File: config.mk
export PLATFORM = sky130hd
export DESIGN_NAME = reg_file_pc
export DESIGN_NICKNAME = d
export VERILOG_FILES = /design/src/rtl/reg_file_pc.sv
export SDC_FILE = /design/constraint.sdc
export NUM_CORES = 2
export LEC_CHECK = 0
export BUFFER_PORTS_ARGS = -buffer_cell sky130_fd_sc_hd__buf_2
export CORE_ASPECT_RATIO = 1.4
export CORE_MARGIN = 2
export CORE_UTILIZATION = 49
export CTS_CLUSTER_DIAMETER = 80
export DETAILED_ROUTE_END_ITERATION = 6
export GPL_TIMING_DRIVEN = 0
export PLACE_DENSITY = 0.67
export SETUP_SLACK_MARGIN = 0.05
export SLEW_MARGIN = 10
export SYNTH_ARGS = -nofsm -noshare
export SYNTH_HDL_FRONTEND = slang
export SYNTH_SLANG_ARGS = --single-unit
export TNS_END_PERCENT = 30
File: constraint.sdc
create_clock -name REGCLK -period 2.05 [get_ports REGCLK]
set_clock_uncertainty 0.15 [all_clocks]
set_input_delay 0 -clock REGCLK [delete_from_list [all_inputs] [get_ports REGCLK]]
set_output_delay 0 -clock REGCLK [all_outputs]
set_load 0.01 [all_outputs]
File: src/rtl/reg_file_pc.sv
// Multi-port register file whose top register is a program counter.
// Each register has a pending-write scoreboard bit, and writes can be forwarded to the read ports.
module reg_file_pc #(
   parameter int unsigned WIDTH     = 32,
   parameter int unsigned DEPTH     = 16,
   parameter int unsigned AW        = 4,
   parameter int unsigned PC_STEP   = 4,
   parameter int unsigned PC_RD_OFS = 8,
   parameter bit          BYPASS    = 1'b1
) (
   input  logic             REGCLK,
   input  logic             CLR,
   input  logic             WE,
   input  logic [AW-1:0]    WA,
   input  logic [WIDTH-1:0] WD,
   input  logic             CE,
   input  logic [AW-1:0]    CA,
   input  logic             RSV,
   input  logic [AW-1:0]    RSVA,
   input  logic             PCINC,
   input  logic [AW-1:0]    RA,
   input  logic [AW-1:0]    RB,
   input  logic [AW-1:0]    RC,
   output logic [WIDTH-1:0] A,
   output logic [WIDTH-1:0] B,
   output logic [WIDTH-1:0] C,
   output logic             ABUSY,
   output logic             BBUSY,
   output logic             CBUSY,
   output logic [WIDTH-1:0] PC
);

   localparam logic [AW-1:0] PcAddr = AW'(DEPTH - 1);
   localparam int unsigned   NPorts = 3;

   logic [WIDTH-1:0] r_regs [DEPTH];
   logic [DEPTH-1:0] r_busy;

   logic [WIDTH-1:0] w_regs_d [DEPTH];
   logic [DEPTH-1:0] w_busy_d;

   logic [AW-1:0]    w_ra    [NPorts];
   logic [WIDTH-1:0] w_rdata [NPorts];
   logic             w_rbusy [NPorts];

   function automatic logic valid_addr(input logic [AW-1:0] addr);
      return 32'(addr) < DEPTH;
   endfunction

   // Later assignments override earlier ones: CE > RSV > WE > PC increment.
   always_comb begin
      w_regs_d = r_regs;
      w_busy_d = r_busy;
      if (PCINC) begin
         w_regs_d[PcAddr] = r_regs[PcAddr] + WIDTH'(PC_STEP);
      end
      if (WE && valid_addr(WA)) begin
         w_regs_d[WA] = WD;
         w_busy_d[WA] = 1'b0;
      end
      if (RSV && valid_addr(RSVA)) begin
         w_busy_d[RSVA] = 1'b1;
      end
      if (CE && valid_addr(CA)) begin
         w_regs_d[CA] = '0;
         w_busy_d[CA] = 1'b0;
      end
   end

   always_ff @(posedge REGCLK or negedge CLR) begin
      if (!CLR) begin
         for (int i = 0; i < int'(DEPTH); i++) begin
            r_regs[i] <= '0;
         end
         r_busy <= '0;
      end else begin
         r_regs <= w_regs_d;
         r_busy <= w_busy_d;
      end
   end

   assign w_ra[0] = RA;
   assign w_ra[1] = RB;
   assign w_ra[2] = RC;

   // Forwarding is gated by CLR so reads stay at reset values while reset is held.
   always_comb begin
      for (int p = 0; p < int'(NPorts); p++) begin
         w_rdata[p] = '0;
         w_rbusy[p] = 1'b0;
         if (valid_addr(w_ra[p])) begin
            if (w_ra[p] == PcAddr) begin
               w_rdata[p] = r_regs[PcAddr] + WIDTH'(PC_RD_OFS);
            end else begin
               w_rdata[p] = r_regs[w_ra[p]];
            end
            w_rbusy[p] = r_busy[w_ra[p]];
            if (BYPASS && CLR && WE && (WA == w_ra[p]) && (w_ra[p] != PcAddr)) begin
               w_rdata[p] = WD;
               w_rbusy[p] = 1'b0;
            end
         end
      end
   end

   assign A     = w_rdata[0];
   assign B     = w_rdata[1];
   assign C     = w_rdata[2];
   assign ABUSY = w_rbusy[0];
   assign BBUSY = w_rbusy[1];
   assign CBUSY = w_rbusy[2];
   assign PC    = r_regs[PcAddr];

endmodule

Word-level counts from Yosys, hierarchy flattened
Index checks and enable logic that the tools add are counted.

storage, ports and cells
  word-level logic and storage cells = 109
  output and inout bits = 131
  bits in registers = 528
  bits of input ports = 62

cells by class
  multiplexer cells = 41
  $lt $le $gt $ge = 16
  equal/unequal tests = 9
  reduce and logical (&&, ||, !) cells = 12
  bitwise gates (word level) = 12
  add/subtract/negate cells = 2

operators by type and width
  kind                                                                          number
  512-bit 2-to-1 mux                                                            2
  512-bit bitwise AND                                                           1
  512-bit bitwise mux                                                           1
  512-bit NOT                                                                   1
  32-bit 2-to-1 mux                                                             15
  32-bit binary-select mux with 4-bit select                                    3
  32-bit demux with 4-bit select                                                2
  16-bit 2-to-1 mux                                                             3
  32-bit by 3-bit adder with 32-bit output, second input constant               1
  32-bit by 4-bit adder with 32-bit output, second input constant               1
  16-bit bitwise AND                                                            2
  16-bit NOT                                                                    2
  4-bit by 5-bit less-than comparator with 1-bit output, second input constant  6
  5-bit >= comparator, second input constant                                    5
  4-bit NOT with 5-bit output                                                   5
  16-bit OR                                                                     1
  1-bit binary-select mux with 4-bit select                                     3
  1-bit demux with 4-bit select                                                 3
  4-bit == test                                                                 3
  4-bit == test, second input constant                                          3
  4-bit by 1-bit >= comparator with 1-bit output, second input constant         3
  1-bit logical AND                                                             12
  4-bit inequality test, second input constant                                  3
  5-bit by 1-bit less-than comparator with 1-bit output, second input constant  2
  1-bit 2-to-1 mux                                                              9

Depth between registers and ports, before layout
  word-level depth = 11
  depth in mapped cells = 10
  depth with buffers taken out = 6

Worst setup path before layout
No wires, ideal clock.

  kind = register to output
  start = reg r_regs, in the netlist PC[3]
  end = out A[31]
  data arrival time = 2046 ps
  path buffers = 0
  required time = 1900 ps
  cell stages (with the launch flop) = 7
  slack = -146 ps
  path through = dfrtp_1 ha_1 and4_1 nand4_4 or3_4 or3_4 a31oi_1

between the ends
  cells in the longest elaborated chain, start to end = 3

ends and longest elaborated chain
  element                                   line  source
  start, declared                           36    logic [WIDTH-1:0] r_regs [DEPTH];
  start signal, assigned                    77    r_regs <= w_regs_d;
  32-bit by 4-bit adder with 32-bit output  93    w_rdata[p] = r_regs[PcAddr] + WIDTH'(PC_RD_OFS);
  32-bit 2-to-1 mux                         92    if (w_ra[p] == PcAddr) begin
  32-bit 2-to-1 mux                         98    if (BYPASS && CLR && WE && (WA == w_ra[p]) && (w_ra[p] != PcAddr)) begin
  end, declared                             24    output logic [WIDTH-1:0] A,

Every way passes these cells.

Worst setup path after layout
  start = reg r_regs, in the netlist PC[3]
  end = out C[31]

between the ends
  cells in the longest elaborated chain, start to end = 3

ends and longest elaborated chain
  element                                   line  source
  32-bit by 4-bit adder with 32-bit output  93
  32-bit 2-to-1 mux                         92
  32-bit 2-to-1 mux                         98
  end, declared                             26    output logic [WIDTH-1:0] C,

Every way passes these cells.

==> metrics <==
worst vdd ir=0.6146 mV; core area=72610 um^2; via/cell ratio=6.942; crit end category=output pin; GPL Wtd Cong=1.055; die extent in x=232.6 um; NumNets Final=4312; Filler cells=6307; Num CTS Buffers=57; Mapped Area=35860 um^2; Worst path max stage delay=460 ps; WS Path Type=register to output pin; Design Power=38.35 mW; Critical Path Start Type=register; drt drc=0; cell count after synthesis=3859; post-synthesis register bit count=528; syn_area_per_cell=9.293 um^2; Layout Utilization=0.6076; area of the multi-input gates=22390 um^2; Design Area, Final=44120 um^2; PortBufs=146; Starting Density=0.4939; Slew Viols, Final=0; fmax=316.6 MHz; path category of the worst min-delay check=primary input to register; Synth cell types=50; Final Setup Violations=568; initial DRC count=5925; H-tree lvl count=2; DP HPWL=131300 um; Ys Warns=0; Most common cell on crit path=or3_4; Static Leak=18.09 nW; clock transition at the registers of the reported paths=70 ps; register area share after synthesis=0.3684; total track usage=0.4731; Slew HR=0.3342; antenna-violating nets left=0; first-pass GRT wire length=249900 um; Final WS setup=-1109 ps; Placed Area=38040 um^2; largest net degree at the start of global routing=110; Clock Root Buffer=clkbuf_16; unrepaired setup endpoints after global routing=yes; CTS Buffer Depth=3; status=finished, violations left; drt pass-1 iters=7; max-cap viol count=0; CTS sink count=528; Worst Max-Slew Pin Slew=998.6 ps; Async SR Flop Fraction=1.000; Worst path slowest cell=or3_4; number of flops mapped to enable cells by yosys=0; full die area=75390 um^2; WL per Instance=34.76 um; vias after detailed routing=36.43k; Synthesized Nets=3923; r2r setup slk=-700 ps; DIE HEIGHT=324.1 um; CTS tree=built; failing checks=setup timing; Worst Path Arrival=3010 ps; period utilisation layout=1.541; initial antenna violation count=10; clock latency on the worst-skew pair=680 ps; P per Cell Area=869.1 nW/um^2; FF/Latch Area=13230 um^2; share of cells above drive strength 1=0.2865; Area Growth Syn to Fin=23.03%; Site Rows=117; CP Cell Sequence=ha_4 -> and4_4 -> nand4_4 -> or3_4 -> or3_4 -> a31oi_4 -> buf_6; fin crit period=3159 ps; Hold Fails Final Rpt=0; ys flop type=dfrtp_1; Req. time, crit path=1900 ps; number of global-route vias before repair=34.15k; maximum fanout along the worst path=4; WHS=6.802 ps; # IOs=193; total wire length=182400 um; grt ovf=0
==> power by group <==
part	switching (mW)	leakage, nW	total, mW	internal, mW
Clock	4.98	0.941	11.1	6.10
Sequential	2.12	6.91	14.3	12.2
Combinational	7.04	10.2	13.0	5.94
==> per-layer routing <==
| layer | share of wire | wire, um | track usage |
|---|---|---|---|
| met1 | 0.34 | 62420 | 0.5808 |
| met2 | 0.42 | 77410 | 0.6849 |
| met3 | 0.14 | 26100 | 0.1716 |
| met4 | 0.089 | 16270 | 0.3438 |
| met5 | 0.0012 | 228 | 0.01693 |
==> metrics by stage <==
step	cells	setup TNS (ps)	worst slack, ps
5_1_grt	5243	-163810	-1102
4_1_cts	5176	-147230	-999.1
3_3_place_gp	4957	-6855270	-11610
6_report	5248	-148870	-1109
2_1_floorplan	3859	0	27.08
3_5_place_dp	4964	-272160	-1808
==> path summary, 6_finish.rpt <==
path	endpoint	start	cells after the start
min	r_regs[320]	WA[1]	5
min reg2reg	r_regs[391]	r_regs[391]	2
max in group asynchronous	r_regs[448]	CLR	10
min in group asynchronous	r_regs[136]	CLR	5
max reg2reg	PC[13]	PC[3]	15
max	C[31]	PC[3]	7
==> logic make-up (layout without fill, tap and decap cells) <==
| family | after synthesis | after routing | share of synthesized area |
|---|---|---|---|
| AO/OA/AOI/OAI | 911 | 911 | 0.1477 |
| XOR/XNOR | 65 | 65 | 0.01588 |
| adder cells (fa/ha/maj) | 2 | 2 | 0.0006977 |
| buffers and inverters | 470 | 900 | 0.05966 |
| flip-flops | 528 | 528 | 0.3684 |
| multiplexers | 484 | 484 | 0.2475 |
| other | 0 | 7 | 0 |
| AND/OR/NAND/NOR | 1399 | 1399 | 0.1601 |
==> worst max-delay path, delay by kind of cell, from the launching register on <==
family	cells	cell delay, ps
AO/OA/AOI/OAI	1	190
adder cells (fa/ha/maj)	1	190
buffers and inverters	1	130
flip-flops	1	420
AND/OR/NAND/NOR	4	1390
==> timing repair <==
item	CTS	global route
cloned	0	2
pin swaps	63	106
setup buffers	41	52
hold endpoints to repair	604	414
hold buffers	73	14
gates resized for setup	295	328
setup endpoints to repair	126	596
==> cell usage after synthesis, types with 34 or more instances <==
library cell / n / area share
nand2_1: 1079 / 0.11
a21oi_1: 543 / 0.076
dfrtp_1: 528 / 0.37
mux4_2: 312 / 0.20
clkbuf_1: 281 / 0.029
nor2_1: 137 / 0.014
o21ai_0: 125 / 0.017
mux2_2: 102 / 0.032
buf_2: 80 / 0.011
o221ai_1: 78 / 0.019
mux2i_1: 70 / 0.020
buf_4: 65 / 0.014
nand3_1: 38 / 0.0053
a211oi_1: 37 / 0.0077
a221oi_1: 34 / 0.0083
==> layout make-up <==
type / instances / share of cell area
clock buffers: 74 / 0.03604
flip-flops and latches: 528 / 0.3000
plain buffers: 434 / 0.05235
clock inverters: 26 / 0.006863
well taps: 952 / 0.02700
multi-input cells: 2861 / 0.5075
diodes: 7 / 0.0003970
inverters: 33 / 0.002808
repair buffers: 333 / 0.06707
==> registers in the layout, summed over array words and instances, names as in the netlist <==
register  cells
r_busy       16
PC           32
r_regs      480
==> cell usage in the layout (no fill, tap or decap), types with 24 or more instances in the layout <==
cell and count:
a211oi_1 27, a21oi_1 517, buf_2 167, buf_4 147
buf_6 56, clkbuf_1 228, clkbuf_16 59, clkbuf_2 48
dfrtp_1 511, dlygate4sd3_1 77, inv_1 33, mux2_2 92
mux2i_1 59, mux4_2 312, nand2_1 1073, nand2b_1 24
nand3_1 31, nor2_1 117, o21ai_0 56, o21ai_1 24
o21ai_2 30, o221ai_1 66
Power figures use the tool's default switching activity.
